==> src/rtl/ti_i2s_tx_if.sv <==
// ---------------------------------------------------------------------------
// ti_i2s_tx_if
// Sample handshake between the SN76489 tone/noise mixer (producer) and the
// I2S transmitter (consumer).
//   sample       : 15-bit unsigned mixer sample (0..32767)
//   sample_valid : producer presents a sample
//   sample_ready : consumer holding register is empty
// A transfer happens on a CLK edge where sample_valid && sample_ready.
// Modports: master = mixer side, slave = transmitter side.
// ---------------------------------------------------------------------------
interface ti_i2s_tx_if;
    logic [14:0] sample;
    logic        sample_valid;
    logic        sample_ready;

    modport master (output sample, output sample_valid, input sample_ready);
    modport slave  (input sample, input sample_valid, output sample_ready);
endinterface

==> src/rtl/ti_i2s_tx.sv <==
// ---------------------------------------------------------------------------
// ti_i2s_tx
// Serial audio transmitter for the TI_SN76489 sound core. Each accepted
// 15-bit unsigned mixer sample is converted to 16-bit two's-complement PCM,
// {~s[14], s[13:0], 1'b0}, and sent in both slots of a 32-bit stereo frame.
// A one-entry holding register decouples the mixer rate from the frame rate;
// a frame that starts without a fresh sample repeats the last one and raises
// a one-cycle underrun pulse.
//
// Parameters:
//   CLK_DIV : CLK cycles per BCLK half-period (>= 1)
// Build option:
//   TI_I2S_LJ_EN defined   -> left-justified (MSB aligned with LRCLK edge)
//   TI_I2S_LJ_EN undefined -> standard I2S (MSB one BCLK after LRCLK edge)
// Ports:
//   CLK      : system clock, all logic on posedge
//   nRST     : asynchronous active-low reset
//   smp      : sample handshake (slave side of ti_i2s_tx_if)
//   BCLK     : bit clock
//   LRCLK    : word select, 0 = left slot, 1 = right slot
//   SDATA    : serial data, MSB first
//   underrun : one-cycle pulse when a frame loads without a new sample
// All outputs are registered (sample_ready is the inverse of a register).
// ---------------------------------------------------------------------------
module ti_i2s_tx #(
    parameter int CLK_DIV = 4
) (
    input  logic         CLK,
    input  logic         nRST,
    ti_i2s_tx_if.slave   smp,
    output logic         BCLK,
    output logic         LRCLK,
    output logic         SDATA,
    output logic         underrun
);

    localparam int DIV_W = (CLK_DIV > 1) ? $clog2(CLK_DIV) : 1;
    localparam logic [14:0] PCM_ZERO_CODE = 15'd16384;

    logic [DIV_W-1:0] div_cnt;
    logic [4:0]       bit_cnt;
    logic [14:0]      hold;
    logic             full;
    logic [31:0]      frame;

    logic             div_tc;
    logic             fall;
    logic             load;
    logic             xfer;
    logic [4:0]       bit_nxt;
    logic [15:0]      pcm;
    logic [31:0]      frame_nxt;
    logic [4:0]       sd_idx;
    logic             sdata_nxt;

    assign div_tc    = (div_cnt == DIV_W'(CLK_DIV - 1));
    assign fall      = div_tc & BCLK;
    assign bit_nxt   = bit_cnt + 5'd1;
    // The frame loads on the falling event that wraps bit_cnt 31 -> 0.
    assign load      = fall & (bit_cnt == 5'd31);
    assign xfer      = smp.sample_valid & ~full;
    assign pcm       = {~hold[14], hold[13:0], 1'b0};
    assign frame_nxt = load ? {pcm, pcm} : frame;

    assign smp.sample_ready = ~full;

    // Bit selection for the slot position that the new bit_cnt points at.
    // NOTE: every signal written in always_comb gets a default first so no
    // path leaves it unassigned and no latch is inferred.
    always_comb begin
        sd_idx    = 5'd0;
        sdata_nxt = 1'b0;
`ifdef TI_I2S_LJ_EN
        // MSB on the LRCLK edge: bit 31-k of the (possibly just loaded) frame.
        sd_idx    = ~bit_nxt;
        sdata_nxt = frame_nxt[sd_idx];
`else
        // One-bit delay: 32-k wraps to 0 at k=0, which selects bit 0 of the
        // frame still in the register, i.e. the previous frame's last bit.
        sd_idx    = 5'd0 - bit_nxt;
        sdata_nxt = frame[sd_idx];
`endif
    end

    // NOTE: sequential state uses non-blocking assignments only, so every
    // right-hand side sees pre-edge values; this is what makes a same-cycle
    // transfer and frame load use the old hold/full.
    always_ff @(posedge CLK or negedge nRST) begin
        if (!nRST) begin
            div_cnt  <= '0;
            bit_cnt  <= 5'd31;
            BCLK     <= 1'b0;
            LRCLK    <= 1'b0;
            SDATA    <= 1'b0;
            underrun <= 1'b0;
            frame    <= '0;
            // Reset to the PCM-zero code so an early underrun sends silence.
            hold     <= PCM_ZERO_CODE;
            full     <= 1'b0;
        end else begin
            underrun <= 1'b0;

            if (div_tc) begin
                div_cnt <= '0;
                BCLK    <= ~BCLK;
            end else begin
                div_cnt <= div_cnt + DIV_W'(1);
            end

            if (fall) begin
                bit_cnt <= bit_nxt;
                LRCLK   <= bit_nxt[4];
                SDATA   <= sdata_nxt;
            end

            if (load) begin
                frame    <= frame_nxt;
                underrun <= ~full;
            end

            // A transfer in the load cycle wins: the new sample stays held
            // for the next frame.
            if (xfer) begin
                hold <= smp.sample;
                full <= 1'b1;
            end else if (load) begin
                full <= 1'b0;
            end
        end
    end

endmodule

==> src/flat_wrapper.sv <==
// flat-port wrapper written by rule: the top's interface ports become plain ports
module ti_i2s_tx_flat 
#(
    parameter int CLK_DIV = 4
)
  (CLK, nRST, BCLK, LRCLK, SDATA, underrun, smp_sample, smp_sample_valid, smp_sample_ready);
  ti_i2s_tx_if smp_i ();
  input  logic CLK;
  input  logic nRST;
  output logic BCLK;
  output logic LRCLK;
  output logic SDATA;
  output logic underrun;
  input wire logic [$bits(smp_i.sample)-1:0] smp_sample;
  input wire logic [$bits(smp_i.sample_valid)-1:0] smp_sample_valid;
  output wire logic [$bits(smp_i.sample_ready)-1:0] smp_sample_ready;
  assign smp_i.sample = smp_sample;
  assign smp_i.sample_valid = smp_sample_valid;
  assign smp_sample_ready = smp_i.sample_ready;
  ti_i2s_tx #(.CLK_DIV(CLK_DIV)) u_core (.CLK(CLK), .nRST(nRST), .smp(smp_i), .BCLK(BCLK), .LRCLK(LRCLK), .SDATA(SDATA), .underrun(underrun));
endmodule
==> config.mk <==
export PLATFORM = sky130hd
export DESIGN_NAME = ti_i2s_tx_flat
export DESIGN_NICKNAME = d
export VERILOG_FILES = /design/src/rtl/ti_i2s_tx_if.sv /design/src/rtl/ti_i2s_tx.sv /design/src/flat_wrapper.sv
export SDC_FILE = /design/constraint.sdc
export NUM_CORES = 1
export LEC_CHECK = 0
export ABC_AREA = 1
export CORE_MARGIN = 2
export CORE_UTILIZATION = 29
export DETAILED_ROUTE_END_ITERATION = 8
export GPL_ROUTABILITY_DRIVEN = 0
export MAX_ROUTING_LAYER = met4
export SETUP_SLACK_MARGIN = 0.2
export SYNTH_ARGS = -nofsm -noshare
export SYNTH_HDL_FRONTEND = slang
export SYNTH_SLANG_ARGS = --single-unit
==> constraint.sdc <==
create_clock -name CLK -period 1.6 [get_ports CLK]
set_input_delay 0.4 -clock CLK [delete_from_list [all_inputs] [get_ports CLK]]
set_output_delay 0.4 -clock CLK [all_outputs]
set_load 0.01 [all_outputs]
==> flow_summary.toml, run 1 <==
[detailed_routing]
antenna_violating_nets_post_route = 0
vias_per_cell = 4.41
via_count = 1386
firstDrtPassIters = 5
route.detailed.wl_per_inst_um = 10.6
first_iter_violations = 69
wirelength_um = 3340
drc_violation_count_after_routing = 0

[final_layout]
final_common_cell = "sky130_fd_sc_hd__nand2_1"
finalNetCount = 259
final_cell_count_no_fill = 314
area.growth.synth_to_final_pct = 31.4
drive_above_1_share_pct = 24.7
final_design_area_no_fill_sq_um = 2410
antenna_cells_inserted = 0
n_fill_cell = 613
final_core_util_pct = 40.0
most-common-layout-cells = "84 x sky130_fd_sc_hd__nand2_1, 36 x sky130_fd_sc_hd__dfrtp_1, 16 x sky130_fd_sc_hd__clkdlybuf4s50_1, 14 x sky130_fd_sc_hd__mux2_2, 9 x sky130_fd_sc_hd__buf_4"

[critical_path]
worst-r2r-setup-slack_ns = 0.06
slowest_delay_ns = 0.57
critical_path_buf_inv_count = 2
worst_ep_arrival_time_ns = 1.72
setup_crit_end_kind = "flop"
crit_chain = "ha_4, inv_2, nor3_4, ha_4, nand2_8, buf_12, nand2_1, nand2_1"
timing.critical_path.slowest_stage_cell = "sky130_fd_sc_hd__dfstp_2"
timing.critical_path.max_delay_family = "flip-flops"
crit-reg2reg-capture = "u_core.frame[28]"
category_of_the_most_critical_setup_path = "reg2reg"
critPathRequiredTime_ns = 1.78
critical_path.max_fanout = 7
timing.rr.start = "u_core.bit_cnt[0]"
start_kind = "flop"
rr_worst_depth = 8

[logic_synthesis]
synth_cell_types = 18
average_cell_area_after_synthesis_sq_um = 9.26
syn-instance-count = 198
mappedNetlistNets = 219
post_synth_instance_area_sq_um = 1830
synth.yosys.seq_area_share_pct = 57.7
synth_seq_cells = 42
yosys_warnings = 0

[sta]
setup_slack_ns = 0.0621
finalSetupViolations = 0
post_layout_minimum_cycle_time_ns = 1.54
setup_repair_after_global_routing_missed_its_margin = "true"
timing.final.hold_violations = 0
timing.fmax_mhz = 650
worst_slew_pin_slew_ns = 0.429
min_period_over_period_pct = 96.1
report.final.slew_viol_count = 0
skew_ns = 0.00556
max-slew-margin-rel_pct = 71.4

[global_routing]
grt_start_max_net_pins = 26
grt_antenna_before_repair = 0
global_route.overflow_total = 0
first_pass_grt_wire_length_um = 5910
grt_pass1_vias = 1343
grt_usage_pct = 10.8

[pwr]
switching_share_pct = 19.5
power_density_nw_per_um2 = 749
totalPowerFinal_w = 0.00181
power.clock.fraction_pct = 37.6
vdd.ir_drop.worst_mv = 0.466
intPower_w = 0.00145
power_leakage_nw = 1.24
power_switching_w = 0.000352
comb_power_share_pct = 3.6
power.sequential.fraction_pct = 58.8

[run_status]
run_status = "complete, no violations"

[placed_design]
place_hpwl_um = 2310
dp_worst_setup_slack_ns = -0.0345
dpl-instance-area_sq_um = 2250
placedCellCount = 301
place.port_buffers = 22

[cts]
cts.reportedPaths.clkPinSlew_ns = 0.07
h_tree_levels = 2
cts_tree = "built"
cts-buffers-inserted = 5
cts.root.buffer_cell = "sky130_fd_sc_hd__clkbuf_8"
ctsLongestPathBuffers = 2
clock_sink_count = 42
worstSkewPairLatency_ns = 0.28

[die]
die_area_sq_um = 6980
core_region_area_sq_um = 6030
initial_standard_cell_utilization_of_the_core_pct = 30.4
die-height_um = 83.5
num_rows = 28
ioPinCount = 23
die_w_um = 83.5

[worst_hold_path]
worstHoldPathType = "in2async"

[job]
maxCapViolations = 0
-- routing by layer --
layer | GRT usage, % | vias up | share of wire (%) | wire length [um]
met5 | - | - | 0 | 0
met4 | 3.52 | 0 | 0.48 | 16
met3 | 3.56 | 2 | 4.0 | 135
met2 | 17.7 | 22 | 49 | 1640
met1 | 12.6 | 651 | 46 | 1550
li1 | - | 711 | - | -
-- state kept, by name, summed over array words and instances, names as in the netlist --
register,flops
u_core.full,1
u_core.div_cnt,2
u_core.hold,15
u_core.underrun,1
u_core.BCLK,1
u_core.bit_cnt,5
u_core.frame,15
u_core.SDATA,1
u_core.LRCLK,1
-- power by group through the flow --
stage               Combinational, W  Clock (W)  Sequential (W)
finish                     0.0000649   0.000678         0.00106
global route               0.0000733   0.000760         0.00106
CTS                        0.0000682   0.000720         0.00106
detailed placement         0.0000681          0         0.00108
global placement           0.0000678          0         0.00108
floorplan                0.000000399          0         0.00108
-- cell families (layout without fill, tap and decap cells) --
| group | Yosys count | in the layout | synth area share [%] |
|---|---|---|---|
| adders and majority gates | 3 | 3 | 2.05 |
| AOI/OAI and AO/OA | 13 | 13 | 3.55 |
| muxes | 14 | 14 | 8.59 |
| DFF | 42 | 42 | 57.7 |
| buffers and inverters | 18 | 58 | 4.23 |
| and+or+nand+nor | 107 | 108 | 23.4 |
| xor gates and xnor gates | 1 | 1 | 0.478 |
-- per-stage QoR --
step / hold WS, ns / setup TNS [ns]
3_3_place_gp: 0.363 / -0.221
3_5_place_dp: 0.367 / -0.423
2_1_floorplan: 0.104 / 0
4_1_cts: 0.0464 / 0
6_report: 0.0439 / 0
5_1_grt: 0.0653 / -0.133
-- worst register-to-register path, stage by stage, from the launching register on --
cell                      delay [ns]
sky130_fd_sc_hd__dfstp_2        0.57
sky130_fd_sc_hd__ha_4           0.14
sky130_fd_sc_hd__inv_2          0.04
sky130_fd_sc_hd__nor3_4         0.14
sky130_fd_sc_hd__ha_4           0.19
sky130_fd_sc_hd__nand2_8        0.10
sky130_fd_sc_hd__buf_12         0.16
sky130_fd_sc_hd__nand2_1        0.06
sky130_fd_sc_hd__nand2_1        0.05
-- cell usage after synthesis --
cell type | instances | area, sq um
sky130_fd_sc_hd__o21ai_0 | 11 | 55.1
sky130_fd_sc_hd__dfrtp_1 | 36 | 901
sky130_fd_sc_hd__nand3_1 | 7 | 35.0
sky130_fd_sc_hd__inv_1 | 9 | 33.8
sky130_fd_sc_hd__dfstp_2 | 6 | 158
sky130_fd_sc_hd__xor2_1 | 1 | 8.76
sky130_fd_sc_hd__nor2_1 | 7 | 26.3
sky130_fd_sc_hd__nor3_1 | 1 | 5.00
sky130_fd_sc_hd__ha_1 | 3 | 37.5
sky130_fd_sc_hd__buf_2 | 2 | 10.0
sky130_fd_sc_hd__nand4_1 | 2 | 12.5
sky130_fd_sc_hd__nand2_1 | 85 | 319
sky130_fd_sc_hd__a21oi_1 | 1 | 5.00
sky130_fd_sc_hd__mux2_2 | 14 | 158
sky130_fd_sc_hd__inv_2 | 5 | 18.8
sky130_fd_sc_hd__nand2_2 | 5 | 31.3
sky130_fd_sc_hd__buf_4 | 2 | 15.0
sky130_fd_sc_hd__o21ai_1 | 1 | 5.00
-- worst max path at each step --
stage	start	to	slack, ns	cells after the start
2_1_floorplan	u_core.bit_cnt[0]	u_core.frame[18]	0.12	9
3_3_place_gp	smp_sample_valid	u_core.hold[10]	-0.02	3
3_5_place_dp	smp_sample_valid	u_core.hold[9]	-0.03	3
4_1_cts	u_core.bit_cnt[1]	u_core.frame[28]	0.05	8
5_1_grt	u_core.bit_cnt[0]	u_core.frame[30]	-0.02	8
6_report	u_core.bit_cnt[0]	u_core.frame[28]	0.06	8
-- area by class of cell --
cell class | count | area, sq um | share of cell area [%]
Timing Repair inverter | 2 | 12.5 | 0.519
Inverter | 14 | 60.1 | 2.49
Timing Repair Buffer | 34 | 329 | 13.6
Tap cell | 75 | 93.8 | 3.89
Sequential cell | 42 | 1060 | 43.9
Multi-Input combinational cell | 139 | 767 | 31.8
Clock buffer | 8 | 90.1 | 3.74
-- what timing repair did --
item	in CTS	in global routing
endpoints found under the setup margin	23	22
gates resized for setup	11	8
gates cloned	3	0
hold buffers	0	0
buffers inserted	1	1
pin swaps	3	1
No activity file was read; power rests on OpenSTA's default activity.
==> inputs of run 2 (changes only) <==
--- a/config.mk
+++ b/config.mk
@@ -6,11 +6,13 @@
 export NUM_CORES = 1
 export LEC_CHECK = 0
 export ABC_AREA = 1
+export ABC_CLOCK_PERIOD_IN_PS = 1600
 export CORE_MARGIN = 2
-export CORE_UTILIZATION = 29
+export CORE_UTILIZATION = 47
 export DETAILED_ROUTE_END_ITERATION = 8
 export GPL_ROUTABILITY_DRIVEN = 0
 export MAX_ROUTING_LAYER = met4
+export PLACE_DENSITY = 0.72
 export SETUP_SLACK_MARGIN = 0.2
 export SYNTH_ARGS = -nofsm -noshare
 export SYNTH_HDL_FRONTEND = slang
==> run 2 against run 1 <==
- combinational power about the same
- hold slack better by 0.014 ns
- core utilization rose by 24 points
- maximum frequency is 1.7% lower
- critical path depth is the same
- clock-buffer cell count decreased by 3
- flip-flop and latch count did not move
- sequential power hardly changed
- die area decreased by 37%
- wire length shrank 4.9%
- via count fell by 0.87%
- register-to-register slack worse by 0.03 ns
- critical path type unchanged
- largest cell class unchanged
==> flow_summary.toml, run 2 (same netlist as run 1, synthesis figures left out) <==
[job]
maxCapViolations = 0

[pwr]
power_leakage_nw = 1.26
power.sequential.fraction_pct = 58.9
comb_power_share_pct = 3.6
intPower_w = 0.00141
totalPowerFinal_w = 0.00180
power_density_nw_per_um2 = 753
switching_share_pct = 21.9
power_switching_w = 0.000394
power.clock.fraction_pct = 37.5
vdd.ir_drop.worst_mv = 0.570

[final_layout]
finalNetCount = 256
most-common-layout-cells = "72 x sky130_fd_sc_hd__nand2_1, 36 x sky130_fd_sc_hd__dfrtp_1, 16 x sky130_fd_sc_hd__clkdlybuf4s50_1, 14 x sky130_fd_sc_hd__nand2_2, 14 x sky130_fd_sc_hd__mux2_2"
antenna_cells_inserted = 0
largest_registers = "u_core.frame: 15 flops, u_core.hold: 15 flops, u_core.bit_cnt: 5 flops"
drive_above_1_share_pct = 30.5
n_fill_cell = 328
final_design_area_no_fill_sq_um = 2390
area.growth.synth_to_final_pct = 30.4
final_common_cell = "sky130_fd_sc_hd__nand2_1"

[global_routing]
grt_start_max_net_pins = 43
grt_antenna_before_repair = 0
grt_pass1_vias = 1303
global_route.overflow_total = 0
first_pass_grt_wire_length_um = 5580
grt_usage_pct = 17.5

[cts]
cts-buffers-inserted = 5
cts.reportedPaths.clkPinSlew_ns = 0.08
clock_sink_count = 42
h_tree_levels = 2
ctsLongestPathBuffers = 2
holdBufCountCts = 0
cts.root.buffer_cell = "sky130_fd_sc_hd__clkbuf_8"
worstSkewPairLatency_ns = 0.30
cts_tree = "built"

[sta]
setup_repair_after_global_routing_missed_its_margin = "true"
timing.fmax_mhz = 639
max-slew-margin-rel_pct = 77.1
finalSetupTns_ns = 0
min_period_over_period_pct = 97.8
skew_ns = 0.00623
finalSetupViolations = 0
worst_slew_pin_slew_ns = 0.343
post_layout_minimum_cycle_time_ns = 1.57
report.final.slew_viol_count = 0
timing.final.hold_violations = 0

[detailed_routing]
drc_violation_count_after_routing = 0
vias_per_cell = 4.84
antenna_violating_nets_post_route = 0
first_iter_violations = 38
firstDrtPassIters = 4
route.detailed.wl_per_inst_um = 11.2
wirelength_um = 3180
via_count = 1374

[critical_path]
category_of_the_most_critical_setup_path = "reg2reg"
critPathRequiredTime_ns = 1.79
crit_chain = "ha_4, inv_2, nor3_2, ha_2, nand2_8, buf_12, nand2_2, o21ai_1"
critical_path.max_fanout = 7
worst_ep_arrival_time_ns = 1.76
start_kind = "flop"
setup_crit_end_kind = "flop"
slowest_delay_ns = 0.57
timing.critical_path.slowest_stage_cell = "sky130_fd_sc_hd__dfstp_2"

[placed_design]
dpl-instance-area_sq_um = 2210
place_hpwl_um = 2190
place.port_buffers = 22

[die]
ioPinCount = 23
initial_standard_cell_utilization_of_the_core_pct = 49.4
num_rows = 22
die_area_sq_um = 4420
core_region_area_sq_um = 3720
die_w_um = 66.5
die-height_um = 66.5

[run_status]
run_status = "complete, no violations"

[worst_hold_path]
worstHoldPathType = "in2async"
==> run 2: per-stage QoR <==
| stage | cells | utilization [%] | setup WS [ns] | hold WS [ns] |
|---|---|---|---|---|
| final | 284 | 64.4 | 0.0349 | 0.0579 |
| after floorplan | 198 | - | 0.119 | 0.104 |
| after global routing | 284 | 64.4 | -0.0239 | 0.0716 |
| after global placement | 273 | 59.4 | 0.00310 | 0.388 |
| after CTS | 283 | 62.7 | 0.0152 | 0.0602 |
| after detailed placement | 273 | 59.4 | -0.0282 | 0.389 |
==> run 2: routing by layer <==
metal,up-vias,global-route usage [%],routed length [um]
met4,0,9.95,89
li1,701,-,-
met2,26,26.9,1550
met3,9,3.55,125
met5,-,-,0
met1,638,21.6,1410
==> run 2: worst paths after layout <==
| kind | from | to | slack [ns] | depth (start not counted) |
|---|---|---|---|---|
| max | u_core.bit_cnt[0] | u_core.frame[15] | 0.03 | 8 |
| min | nRST | u_core.hold[3] | 0.06 | 2 |
| max reg2reg | u_core.bit_cnt[0] | u_core.frame[15] | 0.03 | 8 |
| min reg2reg | u_core.full | u_core.underrun | 0.42 | 1 |
| max in group asynchronous | nRST | u_core.hold[14] | 1.28 | 2 |
| min in group CLK | u_core.full | u_core.underrun | 0.42 | 1 |
==> run 2: timing repair <==
item                                    in CTS  in global routing
gates resized for setup                     16                 21
buffers inserted                             2                  1
endpoints found under the setup margin      23                 21
pin swaps                                    4                  6
==> run 2: cell type report <==
class / count / area (sq um) / area share [%]
Multi-Input combinational cell: 138 / 787 / 32.9
Tap cell: 48 / 60.1 / 2.51
Sequential cell: 42 / 1060 / 44.2
Clock inverter: 3 / 21.3 / 0.889
Timing Repair Buffer: 34 / 332 / 13.9
Clock buffer: 5 / 68.8 / 2.88
Inverter: 14 / 65.1 / 2.72
==> run 2: worst max-delay path: cells and delay by family (launching register included) <==
| kind | cells | cell delay, ns |
|---|---|---|
| DFF | 1 | 0.57 |
| and+or+nand+nor | 3 | 0.25 |
| buffers and inverters | 2 | 0.19 |
| adders and majority gates | 2 | 0.40 |
| AOI/OAI and AO/OA | 1 | 0.06 |
==> run 2: power groups by stage <==
stage | Sequential [W] | Combinational [W] | Clock [W]
finish | 0.00106 | 0.0000647 | 0.000676
global route | 0.00106 | 0.0000722 | 0.000732
CTS | 0.00106 | 0.0000672 | 0.000699
detailed placement | 0.00108 | 0.0000669 | 0
global placement | 0.00108 | 0.0000665 | 0
floorplan | 0.00108 | 0.000000399 | 0
==> inputs of run 3 (changes only) <==
--- a/config.mk
+++ b/config.mk
@@ -10,9 +10,9 @@
 export CORE_MARGIN = 2
 export CORE_UTILIZATION = 47
 export DETAILED_ROUTE_END_ITERATION = 8
-export GPL_ROUTABILITY_DRIVEN = 0
 export MAX_ROUTING_LAYER = met4
 export PLACE_DENSITY = 0.72
+export RECOVER_POWER = 25
 export SETUP_SLACK_MARGIN = 0.2
 export SYNTH_ARGS = -nofsm -noshare
 export SYNTH_HDL_FRONTEND = slang
==> run 3 against run 2 <==
- sequential power hardly changed
- global-route usage stayed put
- hold slack better by 0.28 ns
- first-iteration DRC count is 13% lower
- cell count stayed put
- non-clock buffer count stayed put
- highest routed layer unchanged
==> flow_summary.toml, run 3 (same netlist as run 1, synthesis figures left out) <==
[detailed_routing]
vias_per_cell = 4.85
via_count = 1377
antenna_violating_nets_post_route = 0
wirelength_um = 3170
first_iter_violations = 33
drc_violation_count_after_routing = 0
route.detailed.wl_per_inst_um = 11.2
firstDrtPassIters = 4

[sta]
report.final.slew_viol_count = 0
skew_ns = 0.00673
post_layout_minimum_cycle_time_ns = 1.56
max-slew-margin-rel_pct = 34.1
setup_repair_after_global_routing_missed_its_margin = "true"
timing.fmax_mhz = 639
min_period_over_period_pct = 97.8
finalSetupViolations = 0
finalSetupTns_ns = 0
timing.final.hold_violations = 0
worst_slew_pin_slew_ns = 0.988

[final_layout]
finalNetCount = 256
final_design_area_no_fill_sq_um = 2380
final_common_cell = "sky130_fd_sc_hd__nand2_1"
most-common-layout-cells = "72 x sky130_fd_sc_hd__nand2_1, 36 x sky130_fd_sc_hd__dfrtp_1, 16 x sky130_fd_sc_hd__clkdlybuf4s50_1, 14 x sky130_fd_sc_hd__nand2_2, 14 x sky130_fd_sc_hd__mux2_2"
largest_registers = "u_core.frame: 15 flops, u_core.hold: 15 flops, u_core.bit_cnt: 5 flops"
area.growth.synth_to_final_pct = 29.6
antenna_cells_inserted = 0
drive_above_1_share_pct = 30.5

[critical_path]
start_kind = "flop"
setup_crit_end_kind = "flop"
worst-r2r-setup-slack_ns = 0.04
timing.critical_path.to = "u_core.frame[15]"
setup_crit_start = "u_core.bit_cnt[0]"
worst_ep_arrival_time_ns = 1.76
rr_worst_depth = 8
critPathRequiredTime_ns = 1.79
timing.rr.start = "u_core.bit_cnt[0]"
crit-reg2reg-capture = "u_core.frame[15]"
category_of_the_most_critical_setup_path = "reg2reg"
critical_path.max_fanout = 7

[global_routing]
first_pass_grt_wire_length_um = 5580
grt_start_max_net_pins = 43
grt_usage_pct = 17.5
grt_antenna_before_repair = 0
global_route.overflow_total = 0
grt_pass1_vias = 1303

[cts]
cts-buffers-inserted = 5
clock_sink_count = 42
worstSkewPairLatency_ns = 0.30
cts.root.buffer_cell = "sky130_fd_sc_hd__clkbuf_8"
h_tree_levels = 2
cts_tree = "built"
ctsLongestPathBuffers = 2
holdBufCountCts = 0
cts.reportedPaths.clkPinSlew_ns = 0.08

[die]
num_rows = 22
ioPinCount = 23
die_area_sq_um = 4420
core_region_area_sq_um = 3720
die_w_um = 66.5
die-height_um = 66.5
initial_standard_cell_utilization_of_the_core_pct = 49.4

[pwr]
power_leakage_nw = 1.25
vdd.ir_drop.worst_mv = 0.569
power_density_nw_per_um2 = 756
totalPowerFinal_w = 0.00180

[run_status]
run_status = "complete, no violations"

[placed_design]
place_hpwl_um = 2190
dpl-instance-area_sq_um = 2210
gp_congestion = 0.883
place.port_buffers = 22

[job]
maxCapViolations = 0

[worst_hold_path]
worstHoldPathType = "in2async"
## run 3: cell type report
class / count / area (sq um)
clock buffers: 5 / 68.8
clock inverters: 3 / 21.3
fillers: 329 / 1340
inverters: 14 / 65.1
multi-input cells: 138 / 787
flip-flops and latches: 42 / 1060
well taps: 48 / 60.1
repair buffers: 34 / 317
## run 3: report_power, final
group          switching, W  internal (W)  leakage [nW]
clock              0.000370      0.000306        0.0441
sequential                0       0.00106         0.551
combinational     0.0000239     0.0000355         0.659
total              0.000394       0.00140          1.25
## run 3: worst min path at each step
stage / startpoint / to / slack, ns / cells past startpoint
after floorplan: nRST / u_core.BCLK / 0.10 / 0
after global placement: nRST / u_core.hold[3] / 0.39 / 2
after CTS: nRST / u_core.hold[4] / 0.06 / 2
after global routing: nRST / u_core.hold[4] / 0.42 / 2
after detailed placement: nRST / u_core.hold[3] / 0.39 / 2
final: nRST / u_core.hold[3] / 0.34 / 2
## run 3: worst max-delay path, stage by stage (launching register included)
cell                      delay (ns)
sky130_fd_sc_hd__dfstp_2        0.57
sky130_fd_sc_hd__ha_4           0.14
sky130_fd_sc_hd__inv_2          0.04
sky130_fd_sc_hd__nor3_2         0.11
sky130_fd_sc_hd__ha_2           0.26
sky130_fd_sc_hd__nand2_8        0.10
sky130_fd_sc_hd__buf_12         0.15
sky130_fd_sc_hd__nand2_2        0.04
sky130_fd_sc_hd__o21ai_1        0.06
## run 3: per-stage QoR
stage | setup WS, ns | instances | hold WS, ns | utilization [%]
floorplan | 0.119 | 198 | 0.104 | -
global placement | 0.00310 | 273 | 0.388 | 59.4
detailed placement | -0.0282 | 273 | 0.389 | 59.4
CTS | 0.0152 | 283 | 0.0602 | 62.7
global route | -0.0239 | 284 | 0.419 | 64.0
finish | 0.0357 | 284 | 0.337 | 64.0
## run 3: what timing repair did
item / in CTS / in global routing
pin swaps: 4 / 6
hold endpoints to repair: 0 / 0
setup endpoints to repair: 23 / 21
resized for setup: 16 / 21
buffers inserted: 2 / 1
## run 3: layer usage
layer  track usage, %  up-vias  wire length [um]
met1             21.6      641              1400
met5                -        -                 0
met2             26.9       26              1560
li1                 -      701                 -
met3             3.55        9               123
met4             9.95        0                89
